**src/rtl/checker_arbiter_pkg.sv**
```systemverilog
// Shared constants for the two-requester checker arbiter: FSM encoding,
// default counter width and ASCII values used around the checker.
package checker_arbiter_pkg;

    localparam int LEN_W_DEFAULT = 16;

    localparam logic [7:0] ASCII_NUL   = 8'h00;
    localparam logic [7:0] ASCII_SPACE = 8'h20;

    localparam logic [2:0] ST_IDLE   = 3'd0;
    localparam logic [2:0] ST_CLEAR  = 3'd1;
    localparam logic [2:0] ST_STREAM = 3'd2;
    localparam logic [2:0] ST_WAIT   = 3'd3;
    localparam logic [2:0] ST_REPORT = 3'd4;

endpackage

```
**src/rtl/checker_arbiter_rr_pick.sv**
```systemverilog
// Two-way round-robin pick: the preferred side wins a tie, a lone
// requester wins regardless of preference.
module rr_pick2 (
    input  logic [1:0] req,
    input  logic       prio,
    output logic       grant
);

    always_comb begin
        if (req[0] && req[1]) begin
            grant = prio;
        end else begin
            grant = req[1];
        end
    end

endmodule

```
**src/rtl/checker_arbiter.sv**
```systemverilog
// Shares one streaming checker between two requesters, one whole message
// at a time, reporting verdict and byte count with a per-side done pulse.
module checker_arbiter
    import checker_arbiter_pkg::*;
#(
    parameter int LEN_W = LEN_W_DEFAULT
) (
    input  logic             clk,
    input  logic             reset,
    input  logic [1:0]       rq_valid,
    input  logic [1:0][7:0]  rq_char,
    input  logic [1:0]       rq_last,
    output logic [1:0]       rq_ready,
    output logic             chk_clear,
    output logic             chk_valid,
    output logic [7:0]       chk_char,
    input  logic             chk_result,
    output logic [1:0]       done,
    output logic             result,
    output logic [LEN_W-1:0] msg_len,
    output logic [2:0]       dbg_state
);

    logic [2:0]       state;
    logic             g;
    logic             prio;
    logic             result_q;
    logic [LEN_W-1:0] cnt;
    logic             pick;
    logic             accept;

    rr_pick2 u_pick (
        .req   (rq_valid),
        .prio  (prio),
        .grant (pick)
    );

    // Handshake: a byte moves when rq_valid[i] & rq_ready[i]; ready is only
    // ever offered to the granted side while streaming.
    assign accept = (state == ST_STREAM) && rq_valid[g];

    always_ff @(posedge clk or posedge reset) begin
        if (reset) begin
            state    <= ST_IDLE;
            g        <= 1'b0;
            prio     <= 1'b0;
            result_q <= 1'b0;
            cnt      <= '0;
        end else begin
            case (state)
                ST_IDLE: begin
                    if (|rq_valid) begin
                        g     <= pick;
                        state <= ST_CLEAR;
                    end
                end
                ST_CLEAR: begin
                    cnt   <= '0;
                    state <= ST_STREAM;
                end
                ST_STREAM: begin
                    if (accept) begin
                        if (cnt != '1) begin
                            cnt <= cnt + LEN_W'(1);
                        end
                        if (rq_last[g]) begin
                            state <= ST_WAIT;
                        end
                    end
                end
                ST_WAIT: begin
                    result_q <= chk_result;
                    state    <= ST_REPORT;
                end
                ST_REPORT: begin
                    prio  <= ~g;
                    state <= ST_IDLE;
                end
                default: state <= ST_IDLE;
            endcase
        end
    end

    always_comb begin
        rq_ready  = 2'b00;
        done      = 2'b00;
        chk_clear = (state == ST_CLEAR);
        chk_valid = accept;
        chk_char  = accept ? rq_char[g] : ASCII_NUL;
        result    = 1'b0;
        msg_len   = '0;
        if (state == ST_STREAM) begin
            rq_ready[g] = 1'b1;
        end
        // Verdict and count are only presented alongside the done pulse.
        if (state == ST_REPORT) begin
            done[g] = 1'b1;
            result  = result_q;
            msg_len = cnt;
        end
    end

    assign dbg_state = state;

endmodule

```
**config.mk**
```make
export PLATFORM = sky130hd
export DESIGN_NAME = checker_arbiter
export DESIGN_NICKNAME = d
export VERILOG_FILES = /design/src/rtl/checker_arbiter_pkg.sv /design/src/rtl/checker_arbiter_rr_pick.sv /design/src/rtl/checker_arbiter.sv
export SDC_FILE = /design/constraint.sdc
export NUM_CORES = 1
export LEC_CHECK = 0
export CAP_MARGIN = 10
export CORE_MARGIN = 1
export CORE_UTILIZATION = 48
export DETAILED_ROUTE_END_ITERATION = 10
export HOLD_SLACK_MARGIN = 0.12
export PLACE_DENSITY_LB_ADDON = 0.05
export SLEW_MARGIN = 20
export SYNTH_ARGS = -nofsm -noshare
export SYNTH_HDL_FRONTEND = slang
export SYNTH_SLANG_ARGS = --single-unit
```
**constraint.sdc**
```tcl
create_clock -name clk -period 5.5 [get_ports clk]
set_input_delay 1.1 -clock clk [delete_from_list [all_inputs] [get_ports clk]]
set_output_delay 1.1 -clock clk [all_outputs]
set_load 0.02 [all_outputs]
```
==> run metrics <==
main flop type after synthesis dfrtp_1; post-detail-place hpwl 3126 um; global-route total usage across every layer 24.81%; syn avg cell area 8.493 um2; Synth Instances 179; top cells by area, synth dfrtp_1, mux2i_1, nor2_1; core box area 3028 um2; P per Cell Area 360.6 nW/um2; Critical path origin rq_valid[1]; Setup crit end chk_valid; share of layout cells above drive strength 1 5.310%; startpoint types input pin; placed insts around 270; skew final between 0.005 and 0.006 ns; Final Cycle Share 83.09%; CP required 4.40 ns; clk_lat worst skew 0.32 ns; Pre-Repair DR Iteration Count 4; flip-flop and latch count after synthesis 22; critical register-to-register path startpoint dbg_state[2]; min-delay src prio; setup tns final 0 ns; worst min path class register to register; Setup crit end kind primary output; Logic pwr share 50.4%; total I/O pin count 57; I/O Buffers 56; Reg power frac 39.1%; deepest clock path buffer count 2; Netlist cell types 41; status finished clean; area growth from synthesis to layout 38.35%; Post-synth EDFFs 0; WP data arrival 3.47 ns; CTS root buf clkbuf_4; crit-path max FO 16; vias in the first global route about 1500; P_sw ~0.36 mW; die height 58.28 um; Initial Utilization 50.21%; slew margin rel. 41.40%; RSZ-0062 raised after global routing no; Cell Int Power 0.3992 mW; Clock Power Share 10.4%; capturing point of the worst reg2reg path cnt[5]; global-route wire length before repair 6596 um; DR iter-0 viols 93; GR Overflow Total 0; Post-DRT Antenna Nets 0; post-route insts no fill 270; post-cts resize count 0; Slew @ Worst Pin just under 0.9 ns; largest net degree at the start of global routing 23; Total Routed Length 4288 um; GPL Wtd Cong between 0.9 and 1; Slew Limit Fails 0; type of the worst setup path input pin to primary output; max frequency approximately 220 MHz; initial antenna violation count 0; # setup viols final 0; post-CTS setup buffers 0; final core utilization 69.46%; WHS 0.5018 ns; Max Cap Violations 0; crit path time final 4.570 ns; Die W 58.28 um; DIE AREA 3396 um2; Final nets between 200 and 300; via/cell ratio 5.911; Synth Net Count 203; Fin. Hold Viols 0; sequential element share of the synthesized area between 30% and 40%; Max VDD drop 0.1995 mV; switching share of total power 47.36%; Async S/R FF share, synth 100.0%; post-synth top area share 36.21%; flop2flop setup slack 2.87 ns; Synth Cell Area 1520 um2; via count 1596; antenna cells 0; # rows 20; CTS Hold Buffers Added 0; drc violations 0; mean routed wirelength per cell 15.88 um; Reg2Reg Depth 4; leading area contributor after synthesis dfrtp_1; warnings from Yosys 0; cts bufs inserted 3; CTS tree done; Leak Pwr 0.8862 nW; CTS sink cnt 22; Worst-path clk slew 0.13 ns; H-tree Lvls 1
cells in the final DEF (no fill, tap or decap), types with 2 or more instances in the layout:
| cell type | count |
|---|---|
| mux2i_1 | 9 |
| and4_1 | 3 |
| nand2b_1 | 2 |
| inv_1 | 12 |
| nand2_1 | 7 |
| nand4_1 | 3 |
| a21boi_0 | 2 |
| nand3_1 | 11 |
| a2bb2oi_1 | 2 |
| or4_1 | 3 |
| nor2_1 | 22 |
| or3b_2 | 2 |
| o21ai_0 | 6 |
| o211ai_1 | 5 |
| nor3_1 | 6 |
| dfrtp_1 | 22 |
| a31oi_1 | 12 |
| and3_1 | 12 |
| clkdlybuf4s50_1 | 56 |
| o21a_1 | 3 |
| clkbuf_4 | 3 |
| a21oi_1 | 7 |
flip-flops by register name (all words and copies together) (netlist names):
signal / count
cnt: 16
g: 1
result_q: 1
prio: 1
dbg_state: 3
worst max-delay path: stages:
cell,delay (ns)
clkdlybuf4s50_1,0.54
mux2i_1,0.11
nand2b_1,0.46
inv_1,0.54
clkdlybuf4s50_1,0.71
cell type report:
type | count | area, um2
fillers | 249 | 924.6
multi-input cells | 133 | 869.6
repair buffers | 56 | 560.5
flip-flops and latches | 22 | 550.5
well taps | 44 | 55.05
inverters | 12 | 45.04
clock buffers | 3 | 22.52
power by group through the flow:
| stage | Sequential [mW] | Clock (mW) | Combinational, mW |
|---|---|---|---|
| finish | 0.297 | 0.0792 | 0.382 |
| detailed placement | 0.298 | 0 | 0.380 |
| global placement | 0.293 | 0 | 0.374 |
| CTS | 0.296 | 0.0771 | 0.382 |
| global route | 0.306 | 0.0840 | 0.412 |
| floorplan | 0.258 | 0 | 0.282 |
per-layer routing:
layer  global-route usage [%]  routed length [um]  part of all wire [%]  vias to the layer above
met3                    4.688                 252                   5.9                        5
met1                    32.73                1901                    44                      767
li1                         -                   -                     -                      751
met5                        0                   0                     0                        -
met2                    41.22                2095                    49                       73
met4                    7.483                  38                  0.89                        0
worst min path at each step:
stage	end	slack (ns)	cells after the start
6_report	prio	0.50	1
5_1_grt	prio	0.53	1
4_1_cts	prio	0.51	1
3_5_place_dp	prio	0.48	1
3_3_place_gp	prio	0.48	1
2_1_floorplan	prio	0.45	1
stage by stage:
step / area [um2] / setup slack, ns / total power, mW
4_1_cts: 2103 / 0.9659 / 0.7544
3_5_place_dp: 2081 / 0.9760 / 0.6788
2_1_floorplan: 1520 / 2.374 / 0.5404
5_1_grt: 2103 / 0.8524 / 0.8021
3_3_place_gp: 2081 / 1.002 / 0.6671
6_report: 2103 / 0.9299 / 0.7584
Yosys cell counts (2+ instances only):
cell	count
buf_2	4
nand3_1	11
or4_1	3
nor2_1	22
a31oi_1	12
clkbuf_1	5
and4_1	3
inv_1	12
a2bb2oi_1	2
nand4_1	3
or3b_2	2
o21ai_0	6
and3_1	12
o21a_1	3
nor3_1	6
nand2_1	7
a21oi_1	7
a21boi_0	2
mux2i_1	9
nand2b_1	2
dfrtp_1	22
o211ai_1	5
kinds of logic after synthesis:
| logic type | share of synthesized area (%) |
|---|---|
| adder cells (fa/ha/maj) | 0.8229 |
| multiplexers | 6.667 |
| AO/OA/AOI/OAI | 18.93 |
| flip-flops | 36.21 |
| AND/OR/NAND/NOR | 30.78 |
| buffers and inverters | 6.584 |
No activity file was read; power rests on OpenSTA's default activity.
==> edit, RTL diff (config.mk and constraints unchanged) <==
Set the package constant `LEN_W_DEFAULT` to 32 (it was 16).
--- a/src/rtl/checker_arbiter_pkg.sv
+++ b/src/rtl/checker_arbiter_pkg.sv
@@ -2,7 +2,7 @@
 // default counter width and ASCII values used around the checker.
 package checker_arbiter_pkg;
 
-    localparam int LEN_W_DEFAULT = 16;
+    localparam int LEN_W_DEFAULT = 32;
 
     localparam logic [7:0] ASCII_NUL   = 8'h00;
     localparam logic [7:0] ASCII_SPACE = 8'h20;
Ports: changed (resized msg_len); port bits go from 57 to 73. The function was not compared with the original's and may differ.
==> edit against the unedited design <==
Die area increased by 69%. Setup slack improved by 0.37 ns. Clock skew grew 0.0024 ns. Sequential cell count is 16 higher. Routed wire length grew 61%. Highest routed layer unchanged. Final area up 65%. Critical endpoint unchanged. Largest cell class unchanged. Clock power increased to 2.6 times the old value. Sequential power up 28%. Cell count rose by 66%. Synthesized area grew 72%. Sequential share of layout area rose by 1.3 points. Total power increased by 37%.
==> edit: results (changes against the unedited design) <==
\begin{tabular}{lr}
\hline
Metric & Value \\
\hline
\multicolumn{2}{l}{\textbf{Setup path}} \\
\quad Critical R2R Launch & cnt[0] (was dbg\_state[2]) \\
\quad Highest cell delay on the worst timing path & 0.65 ns (was 0.71 ns) \\
\quad Capturing point of the worst reg2reg path & cnt[0] (was cnt[5]) \\
\multicolumn{2}{l}{\textbf{CTS}} \\
\quad H-tree levels & 2 (was 1) \\
\quad Clock insertion delay at the later pin of the skew report & 0.29 ns (was 0.32 ns) \\
\quad Clock buffers created by TritonCTS & 5 (was 3) \\
\multicolumn{2}{l}{\textbf{Power}} \\
\quad Leakage component of the power & 1.44 nW (was 0.886 nW) \\
\quad Max VDD drop & 0.228 mV (was 0.199 mV) \\
\quad Total combinational power & 451 µW (was 382 µW) \\
\quad Combinational cell fraction of total power & 43.5\% (was 50.4\%) \\
\quad Share of total power in sequential cells & 36.6\% (was 39.1\%) \\
\multicolumn{2}{l}{\textbf{GRT}} \\
\quad Total global-route track usage & 25.5\% (was 24.8\%) \\
\quad Grt met1 use & 33.3\% (was 32.7\%) \\
\quad GRT met2 Usage & 41.7\% (was 41.2\%) \\
\quad Routing usage on met3 & 5.82\% (was 4.69\%) \\
\multicolumn{2}{l}{\textbf{Synth}} \\
\quad Synth cell types & 46 (was 41) \\
\quad Synth area leaders & sky130\_fd\_sc\_hd\_\_dfrtp\_1 36\%, sky130\_fd\_sc\_hd\_\_and2\_1 9.6\%, sky130\_fd\_sc\_hd\_\_o31ai\_1 5.5\% (was sky130\_fd\_sc\_hd\_\_dfrtp\_1 36\%, sky130\_fd\_sc\_hd\_\_mux2i\_1 5.9\%, sky130\_fd\_sc\_hd\_\_nor2\_1 5.4\%) \\
\quad Area fraction in compound gates after synthesis & 17.8\% (was 18.9\%) \\
\quad Net count after synthesis & 343 (was 203) \\
\multicolumn{2}{l}{\textbf{Placed design}} \\
\quad Post-placement cell count & 441 (was 267) \\
\quad Count of port buffers added during placement & 72 (was 56) \\
\multicolumn{2}{l}{\textbf{STA}} \\
\quad Worst clock skew on the final layout & 0.00754 ns (was 0.00519 ns) \\
\quad Minimum clock period & 4.20 ns (was 4.57 ns) \\
\quad Worst hold slack across all endpoints & 0.508 ns (was 0.502 ns) \\
\multicolumn{2}{l}{\textbf{Final layout}} \\
\quad Number of flip-flops in the largest register & 32 (was 16) \\
\quad Layout cell share with drive strength beyond 1 & 5.28\% (was 5.31\%) \\
\quad NumNets Final & 402 (was 252) \\
\multicolumn{2}{l}{\textbf{Detailed routing}} \\
\quad Amount of wire on met3 after detailed routing & 503 µm (was 252 µm) \\
\quad Post-detailed-routing wire length & 6900 µm (was 4290 µm) \\
\quad Vias per cell & 5.76 (was 5.91) \\
\multicolumn{2}{l}{\textbf{Status}} \\
\quad Result of the run & completed (unchanged) \\
\hline
\end{tabular}
-- edit: cell count changes after synthesis, moves of 11 or more --
cell | before | now
sky130_fd_sc_hd__and2_1 | 1 | 40
sky130_fd_sc_hd__nor2_1 | 22 | 33
sky130_fd_sc_hd__clkbuf_1 | 5 | 17
sky130_fd_sc_hd__dfrtp_1 | 22 | 38
sky130_fd_sc_hd__nand4_1 | 3 | 15
sky130_fd_sc_hd__o31ai_1 | 0 | 19
sky130_fd_sc_hd__nand2_1 | 7 | 23
-- edit: how the worst min path moves through the flow --
stage / from / end
after floorplan: cnt[29] / cnt[29]
after global placement: result_q / result_q
after detailed placement: result_q / result_q
after CTS: result_q / result_q
after global routing: result_q / result_q
final: result_q / result_q
-- edit: final cells by class --
class | instances | area, µm²
inverters | 6 | 23.8
clock inverters | 1 | 5.00
fillers | 429 | 1710
multi-input cells | 250 | 1550
flip-flops and latches | 38 | 951
repair buffers | 77 | 758
well taps | 70 | 87.6
clock buffers | 7 | 86.3
